$ cat config.mk
export PLATFORM = sky130hd
export DESIGN_NAME = if_fetch_stage
export DESIGN_NICKNAME = d
export VERILOG_FILES = /design/src/rtl/pipeline_pkg.sv /design/src/rtl/if_next_pc.sv /design/src/rtl/if_fetch_stage.sv
export SDC_FILE = /design/constraint.sdc
export NUM_CORES = 1
export LEC_CHECK = 0
export ABC_AREA = 1
export BUFFER_PORTS_ARGS = -buffer_cell sky130_fd_sc_hd__buf_4
export CAP_MARGIN = 20
export CORE_AREA = 4 4 145 119
export DETAILED_ROUTE_END_ITERATION = 8
export DIE_AREA = 0 0 149 123
export GPL_ROUTABILITY_DRIVEN = 0
export PLACE_DENSITY = 0.57
export SYNTH_ARGS = -nofsm -noshare
export SYNTH_HDL_FRONTEND = slang
export SYNTH_HIERARCHICAL = 1
export SYNTH_SLANG_ARGS = --single-unit
$ cat constraint.sdc
create_clock -name clk -period 3.3 [get_ports clk]
set_input_delay 0.66 -clock clk [delete_from_list [all_inputs] [get_ports clk]]
set_output_delay 0.66 -clock clk [all_outputs]
set_load 0.01 [all_outputs]
$ cat src/rtl/pipeline_pkg.sv
// Shared fetch-pipeline constants and the fetch FSM state type.
// Latency: none (declarations only). Backpressure: not applicable.
// Imported by if_fetch_stage and if_next_pc.
package pipeline_pkg;

    localparam logic [31:0] RESET_PC_DEF = 32'hBFC0_0000;
    localparam logic [31:0] NOP_INSTR    = 32'h0000_0000;
    localparam int          PC_INC       = 4;

    typedef enum logic [1:0] {
        IDLE = 2'd0,
        WAIT = 2'd1,
        DONE = 2'd2
    } fetch_state_t;

endpackage

$ cat src/rtl/if_next_pc.sv
// Next-PC select: a redirect target wins, then pc+4 on advance, otherwise the PC holds.
// Latency: purely combinational. Backpressure: hold is selected by the caller's advance input.
// The addition wraps modulo 2^PC_W.
module if_next_pc
    import pipeline_pkg::*;
#(
    parameter int PC_W = 32
) (
    input  logic [PC_W-1:0] pc,
    input  logic [PC_W-1:0] pc_target,
    input  logic            redirect,
    input  logic            advance,
    output logic [PC_W-1:0] next_pc
);

    always_comb begin
        next_pc = pc;
        if (redirect)
            next_pc = pc_target;
        else if (advance)
            next_pc = pc + PC_W'(PC_INC);
    end

endmodule

$ cat src/rtl/if_fetch_stage.sv
// Fetch stage: owns the PC, issues one imem request at a time, and buffers the word for decode.
// Latency: 3 cycles from request to validF with zero-wait memory. Backpressure: stallF holds DONE.
// Optional IF_ADDR_ERR_EN: a misaligned PC produces a NOP with adelF set instead of a request.
module if_fetch_stage
    import pipeline_pkg::*;
#(
    parameter int               PC_W     = 32,
    parameter int               INSTR_W  = 32,
    parameter logic [PC_W-1:0]  RESET_PC = PC_W'(RESET_PC_DEF)
) (
    input  logic               clk,
    input  logic               rst,
    input  logic               stallF,
    input  logic               pc_redirect,
    input  logic [PC_W-1:0]    pc_target,
    output logic               inst_req,
    output logic [PC_W-1:0]    inst_addr,
    input  logic               inst_addr_ok,
    input  logic               inst_data_ok,
    input  logic [INSTR_W-1:0] inst_rdata,
    output logic [INSTR_W-1:0] instrF,
    output logic [PC_W-1:0]    pcF,
    output logic               validF,
    output logic               fetch_stall,
    output logic               adelF
);

    fetch_state_t        state, state_nxt;
    logic [PC_W-1:0]     pc, pc_nxt;
    logic                cancel, cancel_nxt;
    logic [INSTR_W-1:0]  instr_nxt;
    logic [PC_W-1:0]     pcf_nxt;
    logic                valid_nxt, adel_nxt;
    logic                addr_err;

`ifdef IF_ADDR_ERR_EN
    assign addr_err  = |pc[1:0];
    assign inst_addr = pc;
`else
    assign addr_err  = 1'b0;
    assign inst_addr = {pc[PC_W-1:2], 2'b00};
`endif

    if_next_pc #(.PC_W(PC_W)) u_next_pc (
        .pc        (pc),
        .pc_target (pc_target),
        .redirect  (pc_redirect),
        .advance   ((state == DONE) && !stallF),
        .next_pc   (pc_nxt)
    );

    always_ff @(posedge clk) begin
        if (rst) begin
            state  <= IDLE;
            pc     <= RESET_PC;
            cancel <= 1'b0;
            instrF <= '0;
            pcF    <= '0;
            validF <= 1'b0;
            adelF  <= 1'b0;
        end else begin
            state  <= state_nxt;
            pc     <= pc_nxt;
            cancel <= cancel_nxt;
            instrF <= instr_nxt;
            pcF    <= pcf_nxt;
            validF <= valid_nxt;
            adelF  <= adel_nxt;
        end
    end

    always_comb begin
        state_nxt  = state;
        cancel_nxt = cancel;
        instr_nxt  = instrF;
        pcf_nxt    = pcF;
        valid_nxt  = validF;
        adel_nxt   = adelF;
        inst_req   = 1'b0;
        case (state)
            IDLE: begin
                inst_req = !pc_redirect && !addr_err;
                if (!pc_redirect) begin
                    if (addr_err) begin
                        state_nxt = DONE;
                        instr_nxt = INSTR_W'(NOP_INSTR);
                        pcf_nxt   = pc;
                        valid_nxt = 1'b1;
                        adel_nxt  = 1'b1;
                    end else if (inst_addr_ok) begin
                        state_nxt = WAIT;
                    end
                end
            end
            WAIT: begin
                // A redirect with no data yet must swallow the in-flight response later.
                if (pc_redirect) begin
                    if (inst_data_ok) begin
                        state_nxt  = IDLE;
                        cancel_nxt = 1'b0;
                    end else begin
                        cancel_nxt = 1'b1;
                    end
                end else if (inst_data_ok) begin
                    if (cancel) begin
                        state_nxt  = IDLE;
                        cancel_nxt = 1'b0;
                    end else begin
                        state_nxt = DONE;
                        instr_nxt = inst_rdata;
                        pcf_nxt   = pc;
                        valid_nxt = 1'b1;
                        adel_nxt  = 1'b0;
                    end
                end
            end
            DONE: begin
                if (pc_redirect || !stallF) begin
                    state_nxt = IDLE;
                    valid_nxt = 1'b0;
                    adel_nxt  = 1'b0;
                end
            end
            default: state_nxt = IDLE;
        endcase
    end

    assign fetch_stall = !validF;

endmodule

# --- Word-level counts from Yosys, hierarchy flattened ---
# Index checks and enable logic that the tools add are counted.
totals:
  ff_bits: 101
  elab_cells: 54
op_classes:
  add_sub_neg: 1
  n_eq_ne: 8
  n_mux: 23
  n_bitwise: 2
  n_reduce_logical: 13
ops:
  columns: ["cell", "count"]
  rows:
  - ["32-bit two-way mux", 2]
  - ["32-bit by 3-bit adder with 32-bit output, second input constant", 1]
  - ["2-bit two-way mux", 7]
  - ["1-bit two-way mux", 11]
  - ["2-bit != test, second input constant", 5]
  - ["4-bit AND reduction", 2]
  - ["2-bit case mux with 3 select lines", 1]
  - ["2-bit nonzero test", 3]
  - ["5-bit AND reduction", 1]
  - ["1-bit case mux with 2 select lines", 2]
  - ["1-bit zero test", 3]
  - ["2-bit by 1-bit == test with 1-bit output, second input constant", 1]
  - ["2-bit == test, second input constant", 1]
  - ["2-bit zero test", 1]
  - ["2-bit by 1-bit != test with 1-bit output, second input constant", 1]
  - ["1-bit inverter", 2]
  - ["2-bit AND reduction", 1]
  - ["1-bit logical AND", 1]
  - ["1-bit logical OR", 1]

# --- Logic depth before layout (Yosys ltp) ---
# Gate-level depths: netlist of run 1.
depth:
  word_depth: 4
  mapped_depth: 13
  ltp_nobuf: 12

# --- Hierarchy ---
# Netlist of run 1, hierarchy kept.
modules_own_cells:
  columns: ["module", "instances", "cells_each", "area_each_um2", "seq_area_each_um2"]
  rows:
  - ["if_fetch_stage", 1, 576, 4224.1, 2001.9]
  - ["if_next_pc", 1, 260, 1263.7, 0.0]

# --- Least setup slack after synthesis of run 1 ---
# Ideal clock, no wire load.
synth_path:
  path_kind: "input to register"
  start: "input stallF"
  end: "register pc[26]"
  setup_time_ns: 0.123
  arrival_time_ns: 1.923
  path_slack_ns: 1.253
  path_stages: 12
  n_path_buf: 1
  path_cell_list: "nor3_1 buf_4 nand2_2 nor2_4 nand2_4 nor2_8 nand3_1 nand2_1 nand3_1 nand2_1 inv_1 or2_2"
synth_via:
  elab_chain_cells: 3
synth_rtl:
  columns: ["element", "line", "text"]
  rows:
  - ["start, declared", "if_fetch_stage.sv:13", "input logic stallF,"]
  - ["1-bit zero test", "if_fetch_stage.sv:48", ".advance ((state == DONE) && !stallF),"]
  - ["1-bit logical AND", "if_fetch_stage.sv:48", null]
  - ["2-bit nonzero test (no line)", null, null]
  - ["end signal, assigned", "if_fetch_stage.sv:63", "pc <= pc_nxt;"]
  - ["end, declared", "if_fetch_stage.sv:29", "logic [PC_W-1:0] pc, pc_nxt;"]
# No other way between the ends.
# A chain may end at the register's enable or synchronous reset.

# --- Final worst setup path of run 1 ---
layout_path:
  start: "register state[1]"
  end: "register pc[26]"
layout_via:
  elab_chain_cells: 3
layout_rtl:
  columns: ["element", "line", "text"]
  rows:
  - ["start, declared", "if_fetch_stage.sv:28", "fetch_state_t state, state_nxt;"]
  - ["start signal, assigned", "if_fetch_stage.sv:62", "state <= state_nxt;"]
  - ["2-bit == test", "if_fetch_stage.sv:48", null]
  - ["1-bit logical AND", "if_fetch_stage.sv:48", null]
  - ["2-bit nonzero test (no line)", null, null]
# No other way between the ends.

==> results.cfg, run 1 <==
[route]
routed_wirelength_um = 16000
via_per_inst = 4.53
num_vias = 5285
drc_errors = 0
ant_nets = 0
dr.pass1.iters = 4
wire_per_inst_um = 13.8
drt_iter0_drc = 234

[grt]
grt_usage_pct = 17.3
grt_max_degree = 65
grt_first_pass_wirelength_um = 25200
grt-ovfl-total = 0
grt_pass1_vias = 4765
antenna_found_initial = 0

[run_status]
status = finished clean

[worst_setup_path]
crit_type = reg -> reg
worstSetupEndpointType = flop
cp_max_fo = 8
reg2reg_from = state[1]$_SDFFE_PP0P_
arrival_ps = 2230
startpoint_type = flop
worstPathRequired_ps = 3540
crit_start = state[1]$_SDFFE_PP0P_
rrSetupSlack_ps = 1300

[die]
die_h_um = 123
io_pins = 170
num_rows = 41
die_w_um = 149
start_util_pct = 35.0
dieArea_um2 = 18300
core-area_um2 = 15700

[synth]
synth_flop_cell = dfxtp_1
synth_top_area_share_pct = 36.5
synth-compound-area-share_pct = 2.12
yosysTopAreaCell = dfxtp_1
synth_xor_area_share_pct = 1.44
synth_common_cells = nor2_1, nand2_1, inv_1
synth_cell_types = 33
syn_inst = 836
synth_area_per_cell_um2 = 6.56
synth_area_leaders = dfxtp_1, nor2_1, nand2_1
synthesis.area_um2 = 5490
synth.most_common_cell = nor2_1
synth_enable_flop_cells = 0
synth_top_family_by_area = simple AND/OR/NAND/NOR gates
synth-async-reset-ratio_pct = 0
synth_simple_gate_area_share_pct = 41.5
synthMuxAreaShare_pct = 0
ys_ff_latch = 100
yosys_warnings = 6
synth-seq-area-share_pct = 36.5
synthAdderAreaFrac_pct = 0.228

[sta]
relSlewSlack_pct = 46.0
tightest_slew_ps = 808
drv_slew = 0
skew_ps = 10.1
setup_tns_ps = 0
hold_violations = 0
min_period_over_period_pct = 60.5
holdWs_ps = 483
rsz0062_at_grt = false
finalWorstPathRequiredPeriod_ps = 2000
setup_violations = 0
timing.fmax_ghz = 0.501

[layout]
synthToLayoutAreaGrowth_pct = 24.8
final_nets = 1017
postLayoutCoreUtil_pct = 43.6
antenna_cells = 0
final_layout_size_suffix_gt1_share_pct = 24.3
instances_no_fill = 1166

[cts]
cts_resized = 0
cts_tree = done
insertion_delay_ps = 360
path_clk_slew_ps = 70
postCtsHoldBufs = 0
cts.sinks = 100
cts_buffers = 9
htree_levels = 3
cts_buffer_depth = 2
clock-root-buffer = clkbuf_16
post_cts_buffers = 0

[placement]
portBuffers = 166
place_inst = 1150
post-dp-hpwl_um = 11300

[power]
leakagePower_nw = 3.33
ir_worst_vdd_mv = 0.246
power.density_nw_per_um2 = 396

[job]
drv_cap = 0

[worst_hold_path]
hp-class = reg -> reg
min_from = pcF[19]$_SDFFE_PP0P_
==> power by group <==
group,internal (mW),switching (mW)
registers,1.25,0.0558
logic,0.184,0.226
clock network,0.514,0.481
==> critical path, cell delays in order (launching register included) <==
cell     delay, ps
dfxtp_1        410
inv_2           80
nor3_1         130
buf_4          200
nand2_2        100
nor2_4         130
nand2_4        110
nor2_8         160
nand3_1         80
nand2_1         60
nand3_1         60
nand2_1         60
inv_1           30
or2_2          250
==> area by class of cell <==
type | instances | area, µm²
Clock buffer | 11 | 233
Clock inverter | 5 | 36.3
Fill cell | 1746 | 8850
Inverter | 122 | 458
Multi-Input combinational cell | 537 | 2520
Sequential cell | 100 | 2000
Tap cell | 215 | 269
Timing Repair Buffer | 176 | 1330
==> kinds of logic after synthesis <==
group / after synthesis
and+or+nand+nor: 501
buffers and inverters: 201
DFF: 100
AOI/OAI and AO/OA: 23
xor gates and xnor gates: 9
adders and majority gates: 1
other: 1
==> sequential cells by signal (all words and copies together), names as in the netlist <==
signal,flops
validF,1
cancel,1
pcF,32
pc,32
state,2
instrF,32
==> stage by stage <==
step	area [µm²]	power (mW)	worst slack (ps)
2_1_floorplan	5500	1.59	1250
3_3_place_gp	6580	1.75	1010
3_5_place_dp	6580	1.75	978
4_1_cts	6850	2.76	1300
5_1_grt	6850	2.86	1170
6_report	6850	2.71	1300
==> final timing paths <==
check | to | depth (start not counted)
max | pc[26]$_SDFF_PP1_ | 13
min | pcF[19]$_SDFFE_PP0P_ | 2
max reg2reg | pc[26]$_SDFF_PP1_ | 13
min reg2reg | pcF[19]$_SDFFE_PP0P_ | 2
==> cell usage in the layout, fill, tap and decap left out, drive strengths merged <==
cell,Yosys,routed
a21oi,10,10
a31oi,1,1
and2,1,1
buf,69,176
clkbuf,10,11
clkinv,1,2
clkinvlp,0,3
conb,1,3
dfxtp,100,100
ha,1,1
inv,121,122
nand2,173,173
nand3,40,40
nand3b,2,2
nand4,72,72
nor2,194,194
nor3,4,4
o21ai,12,12
or2,15,15
xnor2,5,5
xor2,4,4
==> layer usage <==
metal / GRT usage [%] / vias up / share of wire [%]
li1: - / 2760 / -
met1: 23.9 / 2380 / 49
met2: 26.2 / 133 / 43
met3: 6.08 / 12 / 7.2
met4: 3.54 / 0 / 0.71
met5: 0 / - / 0
Power figures use the tool's default switching activity.
==> inputs of run 2 (changes only) <==
==> constraint.sdc (replaced) <==
create_clock -name clk -period 1.9 [get_ports clk]
set_input_delay 0.38 -clock clk [delete_from_list [all_inputs] [get_ports clk]]
set_output_delay 0.38 -clock clk [all_outputs]
set_load 0.01 [all_outputs]
==> run 2 against run 1 <==
  * Fmax is 11% higher
  * Hold slack worse by 180 ps
  * Die area stayed put
  * Core utilization is 2.2 points higher
  * Critical path depth is 1 lower
  * Register-to-register slack worse by 1200 ps
  * Global-route usage is 0.94 points higher
  * Total power is 80% higher
  * Non-clock buffer count is 34 higher
  * First-iteration DRC count is 18% higher
  * Wire length is 3.3% higher
  * Via count is 2.1% higher
==> results.cfg, run 2 (synthesis gave the netlist of run 1 again) <==
[cts]
postCtsHoldBufs = 0
path_clk_slew_ps = 70
cts_tree = done
cts.sinks = 100
clock-root-buffer = clkbuf_16
insertion_delay_ps = 350
htree_levels = 3
cts_buffer_depth = 2
cts_buffers = 9

[worst_hold_path]
min_from = pc_target[23]
whs_path_depth = 4
min_to = pc[23]$_SDFF_PP1_
hp-class = in -> reg

[power]
power.density_nw_per_um2 = 680
leakagePower_nw = 3.54
p_int_mw = 3.56
p_comb_share_pct = 16.0
p_seq_share_pct = 46.1
p_sw_share_pct = 27.2
ir_worst_vdd_mv = 0.407
p_sw_mw = 1.33
p_clk_share_pct = 38.0

[sta]
holdWs_ps = 308
timing.fmax_ghz = 0.555
hold_violations = 0
skew_ps = 6.32
min_period_over_period_pct = 94.9
drv_slew = 0
finalWorstPathRequiredPeriod_ps = 1800
setup_violations = 0

[layout]
mostFrequentLayoutCell = buf_4
final_cell_mix = buf_4, nor2_1, nand2_1
antenna_cells = 0
synthToLayoutAreaGrowth_pct = 31.1
final_nets = 1051
top_regs = instrF x32, pcF x32, pc x32
postLayoutCoreUtil_pct = 45.8
final_layout_size_suffix_gt1_share_pct = 27.4

[route]
drt_iter0_drc = 277
wire_per_inst_um = 13.8
via_per_inst = 4.50
dr.pass1.iters = 5
num_vias = 5398
drc_errors = 0
ant_nets = 0
routed_wirelength_um = 16600

[die]
start_util_pct = 35.0
dieArea_um2 = 18300
die_h_um = 123
io_pins = 170
core-area_um2 = 15700
num_rows = 41
die_w_um = 149

[worst_setup_path]
reg2reg_from = state[1]$_SDFFE_PP0P_
arrival_ps = 2040
worstPathRequired_ps = 2140
startpoint_type = flop
rrSetupSlack_ps = 100
timing.rr.end = pc[22]$_SDFF_PP1_
cp_max_fo = 6
r2r_cells = 12
crit_type = reg -> reg
worstSetupEndpointType = flop

[grt]
grt-ovfl-total = 0
antenna_found_initial = 0
grt_max_degree = 66
grt_usage_pct = 18.2
grt_pass1_vias = 5094
grt_first_pass_wirelength_um = 26500

[placement]
post-dp-hpwl_um = 11900
portBuffers = 166

[run_status]
status = finished clean

[job]
drv_cap = 0
==> run 2: power groups by stage <==
| stage | clock network, mW | registers (mW) | logic (mW) |
|---|---|---|---|
| after detailed placement | 0 | 2.30 | 0.784 |
| after global placement | 0 | 2.30 | 0.778 |
| after floorplan | 0 | 2.30 | 0.454 |
| final | 1.86 | 2.25 | 0.780 |
| after global routing | 1.99 | 2.26 | 0.881 |
| after CTS | 1.93 | 2.25 | 0.787 |
==> run 2: metal layers <==
metal / GRT usage [%] / wire length (µm)
met5: 0 / 0
met4: 3.43 / 128
met3: 6.27 / 1250
met2: 27.6 / 7050
met1: 25.5 / 8130
==> run 2: cell type report <==
class	instances	area (µm²)
fill	1735	8500
multi-input combinational	537	2530
sequential	100	2010
timing repair buffer	210	1650
inverter	122	458
tap	215	269
clock buffer	12	236
clock inverter	4	48.8
==> run 2: what timing repair did <==
item                       4_1_cts  5_1_grt
setup buffers                    0        2
setup endpoints to repair        0        7
resized for setup                0        6
==> run 2: worst max-delay path by stage <==
stage                          startpoint  depth (start not counted)           endpoint
detailed placement                 stallF                         13  pc[26]$_SDFF_PP1_
floorplan                          stallF                         12  pc[26]$_SDFF_PP1_
finish              state[1]$_SDFFE_PP0P_                         12  pc[22]$_SDFF_PP1_
CTS                 state[1]$_SDFFE_PP0P_                         13  pc[26]$_SDFF_PP1_
global route        state[0]$_SDFFE_PP0P_                         12  pc[26]$_SDFF_PP1_
global placement                   stallF                         13  pc[26]$_SDFF_PP1_
==> run 2: through the flow <==
step | power (mW) | std cells | cell area, µm² | setup slack [ps] | TNS (ps)
after floorplan | 2.76 | 838 | 5500 | 133 | 0
after global placement | 3.08 | 1182 | 6880 | -26.4 | -26.4
after detailed placement | 3.09 | 1182 | 6880 | -59.9 | -72.9
after CTS | 4.97 | 1198 | 7170 | 68.4 | 0
after global routing | 5.13 | 1200 | 7200 | -12.2 | -17.0
final | 4.89 | 1200 | 7200 | 96.9 | 0
==> run 2: critical path, stage by stage, from the launching register on <==
cell and delay, ps:
dfxtp_2 320, inv_2 70, nor3_2 40, buf_4 160, buf_4 130, buf_4 140
nand3_2 70, nor2_2 40, buf_4 130, or2_1 200, nand3_1 70, nand2_1 40
or2_2 260
==> inputs of run 3 (changes only) <==
--- a/config.mk
+++ b/config.mk
@@ -8,11 +8,11 @@
 export ABC_AREA = 1
 export BUFFER_PORTS_ARGS = -buffer_cell sky130_fd_sc_hd__buf_4
 export CAP_MARGIN = 20
-export CORE_AREA = 4 4 145 119
+export CORE_AREA = 4 4 120 99
 export DETAILED_ROUTE_END_ITERATION = 8
-export DIE_AREA = 0 0 149 123
+export DIE_AREA = 0 0 124 103
 export GPL_ROUTABILITY_DRIVEN = 0
-export PLACE_DENSITY = 0.57
+export PLACE_DENSITY = 0.79
 export SYNTH_ARGS = -nofsm -noshare
 export SYNTH_HDL_FRONTEND = slang
 export SYNTH_HIERARCHICAL = 1
==> constraint.sdc (replaced) <==
create_clock -name clk -period 1.9 [get_ports clk]
set_input_delay 0.285 -clock clk [delete_from_list [all_inputs] [get_ports clk]]
set_output_delay 0.285 -clock clk [all_outputs]
set_load 0.01 [all_outputs]
==> run 3 against run 2 <==
  * Register-to-register slack improved by 30 ps
  * Sequential share of layout area increased by 0.72 points
  * Sequential power barely moved
  * Sequential cell count is the same
  * Hold slack worse by 85 ps
  * Core utilization is 20 points higher
  * Clock power about the same
  * Critical path depth is 1 higher
  * Global-route usage increased by 4.6 points
==> results.cfg, run 3 (synthesis gave the netlist of run 1 again) <==
[worst_setup_path]
worstSetupEndpointType = flop
crit_family = simple AND/OR/NAND/NOR gates
cp_max_fo = 8
worst-path-buf-inv = 3
max_stage_delay_ps = 340
arrival_ps = 2010
crit_type = reg -> reg
crit_chain = inv_2, nor3_1, buf_4, nand2_2, nor2_4, nand2_4, nor2_8, nand3_1, nand2_1, nand3_1, nand2_1, inv_1, or2_2
slowest_stage = dfxtp_2
startpoint_type = flop
worstPathRequired_ps = 2130

[placement]
place_inst = 1098
post-dp-hpwl_um = 10400
portBuffers = 166

[cts]
cts_tree = done
clock-root-buffer = clkbuf_16
htree_levels = 3
postCtsHoldBufs = 0
cts_buffers = 9
path_clk_slew_ps = 60
insertion_delay_ps = 350
cts.sinks = 100
cts_buffer_depth = 2

[run_status]
status = finished clean

[layout]
final_nets = 1037
n_fill_cell = 964
synthToLayoutAreaGrowth_pct = 27.8
final_layout_size_suffix_gt1_share_pct = 26.4
top_regs = instrF x32, pcF x32, pc x32
antenna_cells = 0
instances_no_fill = 1115
mostFrequentLayoutCell = buf_4
postLayoutCoreUtil_pct = 65.7
final_cell_mix = buf_4, nor2_1, nand2_1

[grt]
grt_first_pass_wirelength_um = 23500
grt-ovfl-total = 0
grt_max_degree = 67
grt_usage_pct = 22.8
grt_pass1_vias = 4795
antenna_found_initial = 0

[power]
leakagePower_nw = 3.47
power.density_nw_per_um2 = 696
ir_worst_vdd_mv = 0.565
p_total_mw = 4.88

[sta]
finalWorstPathRequiredPeriod_ps = 1780
holdWs_ps = 223
skew_ps = 6.77
hold_violations = 0
setup_tns_ps = 0
min_period_over_period_pct = 93.5
timing.fmax_ghz = 0.563
setup_violations = 0
drv_slew = 0

[die]
core-area_um2 = 10700
dieArea_um2 = 12800
die_h_um = 103
die_w_um = 124
num_rows = 34
io_pins = 170
start_util_pct = 51.4

[route]
ant_nets = 0
dr.pass1.iters = 4
via_per_inst = 4.84
routed_wirelength_um = 14800
drt_iter0_drc = 457
drc_errors = 0
wire_per_inst_um = 13.3
num_vias = 5396

[job]
drv_cap = 0

[worst_hold_path]
hp-class = in -> reg
[run 3: changes by cell type in the layout (fill, tap and decap cells not counted), sizes merged]
cell | previous run | this run
buf | 210 | 196
clkinvlp | 0 | 1
clkbuf | 12 | 11
[run 3: layer usage]
layer / vias up / GRT usage, % / share of wire [%]
met2: 174 / 36.1 / 45
met1: 2404 / 31.3 / 45
met3: 16 / 5.98 / 8.7
li1: 2802 / - / -
met4: 0 / 5.81 / 1.1
met5: - / 0 / 0
[run 3: what timing repair did]
item,in CTS,in global routing
setup endpoints to repair,0,4
resized for setup,0,5
buffers inserted,0,1
[run 3: metrics by stage]
step	area, µm²	setup WS (ps)
final	7020	123
after global routing	7020	-0.0842
after CTS	7000	127
after detailed placement	6700	76.2
after global placement	6700	98.1
after floorplan	5500	138
[run 3: cell type report]
cell class / instances / area [µm²] / area share, %
multi-input combinational: 537 / 2520 / 35.9
tap: 144 / 180 / 2.57
clock buffer: 11 / 243 / 3.46
sequential: 100 / 2010 / 28.6
inverter: 122 / 458 / 6.53
clock inverter: 5 / 60.1 / 0.856
timing repair buffer: 196 / 1550 / 22.0
[run 3: final timing paths]
| path | endpoint | slack (ps) | cells past startpoint | startpoint |
|---|---|---|---|---|
| max | pc[26]$_SDFF_PP1_ | 120 | 13 | state[1]$_SDFFE_PP0P_ |
| min | pc[23]$_SDFF_PP1_ | 220 | 4 | pc_target[23] |
| max reg2reg | pc[26]$_SDFF_PP1_ | 120 | 13 | state[1]$_SDFFE_PP0P_ |
| min reg2reg | cancel$_SDFFE_PP0P_ | 480 | 2 | cancel$_SDFFE_PP0P_ |
[run 3: power breakdown]
part | internal [mW] | switching [mW] | total, mW
combinational | 0.351 | 0.407 | 0.758
clock | 1.06 | 0.805 | 1.87
sequential | 2.18 | 0.0827 | 2.26
[run 3: worst register-to-register path, cell delays in order, from the launching register on]
cell and delay (ps):
dfxtp_2 340, inv_2 50, nor3_1 130, buf_4 200, nand2_2 90, nor2_4 140, nand2_4 80, nor2_8 120
nand3_1 70, nand2_1 60, nand3_1 60, nand2_1 60, inv_1 30, or2_2 260
